`config.mk`:
```
export PLATFORM = sky130hd
export DESIGN_NAME = mul_iter
export DESIGN_NICKNAME = d
export VERILOG_FILES = /design/src/rtl/mul_iter.sv
export SDC_FILE = /design/constraint.sdc
export NUM_CORES = 1
export LEC_CHECK = 0
export CAP_MARGIN = 25
export CORE_MARGIN = 1
export CORE_UTILIZATION = 55
export DETAILED_ROUTE_END_ITERATION = 10
export GPL_ROUTABILITY_DRIVEN = 0
export PLACE_DENSITY = 0.76
export SETUP_SLACK_MARGIN = 0.15
export SLEW_MARGIN = 20
export SYNTH_ARGS = -nofsm -noshare
export SYNTH_HDL_FRONTEND = slang
export SYNTH_SLANG_ARGS = --single-unit
```
`constraint.sdc`:
```
create_clock -name clk -period 5.55 [get_ports clk]
set_input_delay 0.555 -clock clk [delete_from_list [all_inputs] [get_ports clk]]
set_output_delay 0.555 -clock clk [all_outputs]
set_load 0.02 [all_outputs]
```
`src/rtl/mul_iter.sv`:
```
// rtl/mul_iter.sv - iterative shift-add multiplier, unsigned or two's-complement, start/ready/done handshake
module mul_iter #(
    parameter int WIDTH      = 24,
    parameter int RADIX_BITS = 2
) (
    input  logic                 clk,
    input  logic                 rst_n,
    input  logic                 start,
    input  logic                 abort,
    input  logic                 signed_mode,
    input  logic [WIDTH-1:0]     in1,
    input  logic [WIDTH-1:0]     in2,
    output logic                 ready,
    output logic                 busy,
    output logic [2*WIDTH-1:0]   out,
    output logic                 done
);

    localparam int N  = WIDTH / RADIX_BITS;
    localparam int CW = (N > 1) ? $clog2(N) : 1;

    typedef enum logic [1:0] {
        IDLE,
        CALC,
        FIX
    } state_t;

    state_t               state;
    logic [CW-1:0]        count;
    logic [WIDTH-1:0]     mag2;
    logic [2*WIDTH-1:0]   mcand;
    logic [2*WIDTH-1:0]   acc;
    logic                 neg;

    logic [WIDTH-1:0]     abs1;
    logic [WIDTH-1:0]     abs2;
    logic [2*WIDTH-1:0]   partial;

    // |most-negative| lands on 2^(WIDTH-1), which is representable as an unsigned magnitude
    always_comb begin
        abs1    = (signed_mode && in1[WIDTH-1]) ? -in1 : in1;
        abs2    = (signed_mode && in2[WIDTH-1]) ? -in2 : in2;
        partial = mcand * (2*WIDTH)'(mag2[RADIX_BITS-1:0]);
    end

    always_ff @(posedge clk or negedge rst_n) begin
        if (!rst_n) begin
            state <= IDLE;
            count <= '0;
            mag2  <= '0;
            mcand <= '0;
            acc   <= '0;
            neg   <= 1'b0;
            ready <= 1'b1;
            busy  <= 1'b0;
            out   <= '0;
            done  <= 1'b0;
        end else begin
            done <= 1'b0;
            case (state)
                IDLE: begin
                    if (start) begin
                        mcand <= {{WIDTH{1'b0}}, abs1};
                        mag2  <= abs2;
                        acc   <= '0;
                        count <= CW'(N - 1);
                        neg   <= signed_mode & (in1[WIDTH-1] ^ in2[WIDTH-1]);
                        state <= CALC;
                        ready <= 1'b0;
                        busy  <= 1'b1;
                    end
                end
                CALC: begin
                    if (abort) begin
                        state <= IDLE;
                        ready <= 1'b1;
                        busy  <= 1'b0;
                    end else begin
                        acc   <= acc + partial;
                        mcand <= mcand << RADIX_BITS;
                        mag2  <= mag2 >> RADIX_BITS;
                        count <= count - CW'(1);
                        if (count == '0) begin
                            state <= FIX;
                        end
                    end
                end
                FIX: begin
                    // abort wins over completion so out keeps the previous result
                    if (!abort) begin
                        out  <= (neg && acc != '0) ? -acc : acc;
                        done <= 1'b1;
                    end
                    state <= IDLE;
                    ready <= 1'b1;
                    busy  <= 1'b0;
                end
                default: begin
                    state <= IDLE;
                    ready <= 1'b1;
                    busy  <= 1'b0;
                end
            endcase
        end
    end

endmodule

```
* Yosys cells after proc, flatten, opt, wreduce, memory -nomap -nowiden
Index checks and enable logic that the tools add are counted.
Storage, ports and cells: register bits after elaboration 178, input bits 53, output and inout bits 51, logic and storage cells 64
Cells by class: add/sub/neg operators 5, $mul 1, equality and inequality tests 6, muxes and demuxes 27, bitwise logic cells 3, reductions and logical operators 12
Operators by type and width (number):
- 48-bit 2-to-1 mux | 5
- 48-bit one-hot mux with 2 select lines | 2
- 24-bit 2-to-1 mux | 4
- 48-bit adder | 1
- 48-bit by 2-bit multiplier with 48-bit output | 1
- 24-bit negator | 2
- 48-bit negator | 1
- 24-bit one-hot mux with 2 select lines | 1
- 48-bit nonzero test | 1
- 4-bit 2-to-1 mux | 2
- 4-bit one-hot mux with 2 select lines | 1
- 2-bit AND reduction | 4
- 1-bit 2-to-1 mux | 6
- 2-bit 2-to-1 mux | 3
- 2-bit inequality test (second input constant) | 3
- 4-bit logical NOT | 1
- 1-bit one-hot mux with 2 select lines | 2
- 2-bit one-hot mux with 2 select lines | 1
- 4-bit by 1-bit subtractor with 4-bit output (second input constant) | 1
- 1-bit logical AND | 3
- 3-bit inequality test (second input constant) | 1
- 3-bit AND reduction | 1
- 2-bit by 1-bit == test with 1-bit output (second input constant) | 1
- 2-bit == test (second input constant) | 1
- other kinds (5) | 5

* Logic depth before layout (Yosys ltp)
Gate-level depths: netlist of the first run.
word-level depth 4, mapped depth 16, gate-level depth less buffers 13

* Least setup slack after synthesis of the first run
OpenSTA, ideal clock, no wires.
path kind flip-flop to flip-flop, start point register mag2[1], end point register acc[44], setup time 0.124 ns, arrival time 3.805 ns, data required time 5.426 ns, setup slack 1.621 ns, cell stages (with the launch flop) 15, clock period less this slack 3.929 ns, path through dfrtp_1 clkbuf_1 buf_1 nand2_1 fa_1 inv_1 ha_1 clkbuf_1 nand4_1 a2111oi_1 nor2_1 o31a_1 o31a_1 o2111a_1 a211o_1
Between the ends: longest elaborated chain between the ends 4
Ends and longest elaborated chain:
- start, declared | line 30 | logic [WIDTH-1:0] mag2;
- start signal, assigned | line 64 | mag2 <= abs2;
- start signal, assigned | line 81 | mag2 <= mag2 >> RADIX_BITS;
- 48-bit by 2-bit multiplier with 48-bit output | line 43 | partial = mcand * (2*WIDTH)'(mag2[RADIX_BITS-1:0]);
- 48-bit adder | line 79 | acc <= acc + partial;
- 48-bit 2-to-1 mux | line 74 | if (abort) begin
- 48-bit one-hot mux with 2 select lines | line 60 | case (state)
- end signal, assigned | line 79
- end, declared | line 32 | logic [2*WIDTH-1:0] acc;
No other way between the ends. The select of a mux whose other input is x is not followed. A chain may end at the register's enable or synchronous reset.

* Final worst setup path of the first run
start point register mag2[1], end point register acc[42]
The elaborated chain is that of the path after synthesis.

==> results of run 1 <==
-- area by class of cell --
| class | instances | area [sq um] | share of cell area |
|---|---|---|---|
| Clock buffer | 17 | 425 | 0.0285 |
| Multi-Input combinational cell | 1136 | 7700 | 0.516 |
| Inverter | 158 | 593 | 0.0398 |
| Clock inverter | 15 | 171 | 0.0115 |
| Sequential cell | 178 | 4460 | 0.299 |
| Timing Repair Buffer | 120 | 1160 | 0.0781 |
| Tap cell | 319 | 399 | 0.0268 |
-- cell usage in the layout, fill, tap and decap left out, types with 29 or more instances in the layout --
| master | Yosys | routed |
|---|---|---|
| a21o_1 | 29 | 29 |
| a21oi_1 | 131 | 131 |
| a22oi_1 | 31 | 31 |
| clkdlybuf4s50_1 | 0 | 102 |
| dfrtp_1 | 177 | 177 |
| fa_1 | 47 | 47 |
| ha_1 | 52 | 52 |
| inv_1 | 156 | 156 |
| nand2_1 | 195 | 195 |
| nor2_1 | 124 | 123 |
| o21ai_0 | 100 | 100 |
| o22ai_1 | 34 | 34 |
| xnor2_1 | 86 | 86 |
| xor2_1 | 41 | 41 |
-- flip-flops by register name, summed over array words and instances (netlist names) --
name   cells
acc       48
busy       1
count      4
done       1
mag2      24
mcand     48
neg        1
out       48
ready      1
state      2
-- metal layers --
layer / track usage / vias to the layer above
met1: 0.397 / 5436
met2: 0.452 / 469
met4: 0.102 / 0
li1: - / 5502
met3: 0.0533 / 81
met5: 0 / -
-- through the flow --
step	hold slack (ns)	total power (uW)	cells	util
floorplan	0.259	3640	1558	-
global placement	0.463	4300	1910	0.611
detailed placement	0.471	4370	1910	0.611
CTS	0.109	5640	1942	0.636
global route	0.129	6050	1943	0.637
finish	0.0814	5680	1943	0.637
-- where the power goes --
| group | total [uW] | leakage [uW] | internal, uW | switching (uW) |
|---|---|---|---|---|
| clock | 1250 | 0.000290 | 678 | 574 |
| combinational | 2630 | 0.00420 | 975 | 1660 |
| sequential | 1790 | 0.00237 | 1530 | 263 |
| total | 5680 | 0.00686 | 3180 | 2500 |
-- critical path: stages, from the launching register on --
cell	delay, ns
dfrtp_1	0.83
buf_4	0.31
nand2_1	0.09
fa_1	0.51
inv_1	0.04
ha_1	0.39
a21o_1	0.22
a211oi_1	0.51
nand2_1	0.09
nor4_1	0.37
nor2_1	0.13
o31ai_1	0.78
o2111ai_1	0.25
o211ai_1	0.17
-- cells by family after synthesis --
| kind of cell | Yosys count | synth area share |
|---|---|---|
| AOI/OAI and AO/OA | 455 | 0.221 |
| xor gates and xnor gates | 127 | 0.0851 |
| adders and majority gates | 99 | 0.122 |
| buffers and inverters | 244 | 0.0719 |
| DFF | 178 | 0.341 |
| muxes | 5 | 0.00393 |
| and+or+nand+nor | 450 | 0.155 |
-- cell usage after synthesis, types with 12 or more instances --
| master | instances |
|---|---|
| a22o_1 | 26 |
| nand2b_1 | 12 |
| o31ai_1 | 20 |
| dfrtp_1 | 177 |
| nand3_1 | 20 |
| buf_1 | 12 |
| a21oi_1 | 131 |
| o21ai_0 | 100 |
| nor4_1 | 15 |
| fa_1 | 47 |
| a21o_1 | 29 |
| a22oi_1 | 31 |
| inv_1 | 156 |
| clkbuf_1 | 65 |
| nand4_1 | 25 |
| xor2_1 | 41 |
| nor3_1 | 13 |
| ha_1 | 52 |
| o22ai_1 | 34 |
| nor2_1 | 124 |
| nand2_1 | 195 |
| xnor2_1 | 86 |
-- worst min-delay path by stage --
stage / from / end / slack, ns / cells past startpoint
3_3_place_gp: mag2[22] / mag2[22] / 0.46 / 2
4_1_cts: rst_n / done / 0.11 / 1
6_report: rst_n / done / 0.08 / 1
3_5_place_dp: mag2[22] / mag2[22] / 0.47 / 2
5_1_grt: rst_n / done / 0.13 / 1
2_1_floorplan: rst_n / acc[0] / 0.26 / 0
==> metrics.txt, run 1 <==
antenna violations before repair=0; Core Area=23400 sq um; Syn Nets=1710; syn_area_per_cell=8.39 sq um; clk_skew=0.0109 ns; Reg2Reg Setup Slack=0.77 ns; worst skew pair latency=0.45 ns; P&R area growth vs syn=14.0%; Max-cap violations=0; Yosys Warn Count=0; DR top layer=met4; Setup crit end kind=flop; worst r2r path cells=13; Synth area leaders=dfrtp_1 34%, fa_1 7.2%, xnor2_1 5.8%; H-tree depth=4; cts hold-fix bufs=0; # diodes=0; crit path launch type=flop; Pwr Density=381 nW/um^2; WL per Instance=17.3 microns; GRT Total Usage=0.287; Post-Syn Instances=1558; clk slew on worst S/H paths=0.07 ns; gr ovfl total=0; period utilization=0.862; Setup Viol. Count Final=0; cell taking the most area after synthesis=dfrtp_1; total number of vias=11500; root buffer selected by CTS=clkbuf_16; via-per-instance ratio=5.91; Leakage=0.00686 uW; synthesized cell area=13100 sq um; Antenna Nets Post-Route=0; crit path time final=4.78 ns; Hold WC Path Type=in -> async; CP Class=reg -> reg; Worst VDD drop=0.245 mV; fmax=209 MHz; residual DRC count=0; Distinct cells, synth=65; number of I/O port buffers=103; Post-CTS Setup Bufs=0; worst r2r src=mag2[1]; nets=1763; top cell type's share of synthesized area=0.339; io pins=104; pre-CTS WS=0.885 ns; Met3 Routed Length=2.45 mm; EDFF count, synth=0; status=finished, final reports clean; fin. max-slew vios=0; sequential-to-total area share from yosys stat=0.341; crit path launch=mag2[1]; clk buf depth=2; Placed Area=14300 sq um; post-route setup slack=0.768 ns; crit-path max FO=22; clock tree sinks=178; register bit total from synthesis=178; met1 wire length=15.1 mm; Worst Max-Slew Pin Slew=1.04 ns; Fill cells=2080; worst path required time=5.91 ns; Arr. time, crit path=5.14 ns; vias in the first global route=10900; fin area=14900 sq um; Final Hold Fails=0; CTS tree=built; final wirelength=33.5 mm; die area=24400 sq um; Inserted Clock Buffers=17; Die W=156 microns; Iteration-0 DRC Markers=976; metal2 WL=15.0 mm; Die Height=156 microns; largest net degree at the start of global routing=97; Starting Density=0.558; FFs w/ async S/R, synth=1.00; CP Capture Point=acc[42]; DPL Wire Length=24.5 mm; Pre-antenna DRT Iters=5; first-pass GRT wire length=55.0 mm; layout cells sized above 1=0.0400; Resize count post-CTS=0; Top FF cell, synth=dfrtp_1; slew margin rel.=0.307; R2R Path End=acc[42]; setup_tns=0 ns; Placement Rows=56; RSZ-0062 raised after global routing=no
Note: power is estimated with default switching activity, not from simulation.
==> run 2, diff against run 1 <==
--- a/config.mk
+++ b/config.mk
@@ -12,6 +12,7 @@
 export GPL_ROUTABILITY_DRIVEN = 0
 export PLACE_DENSITY = 0.76
 export SETUP_SLACK_MARGIN = 0.15
+export SKIP_LAST_GASP = 1
 export SLEW_MARGIN = 20
 export SYNTH_ARGS = -nofsm -noshare
 export SYNTH_HDL_FRONTEND = slang
==> results of run 2 <==
Same layout as run 1: the final DEF is identical, and so are final timing and power.
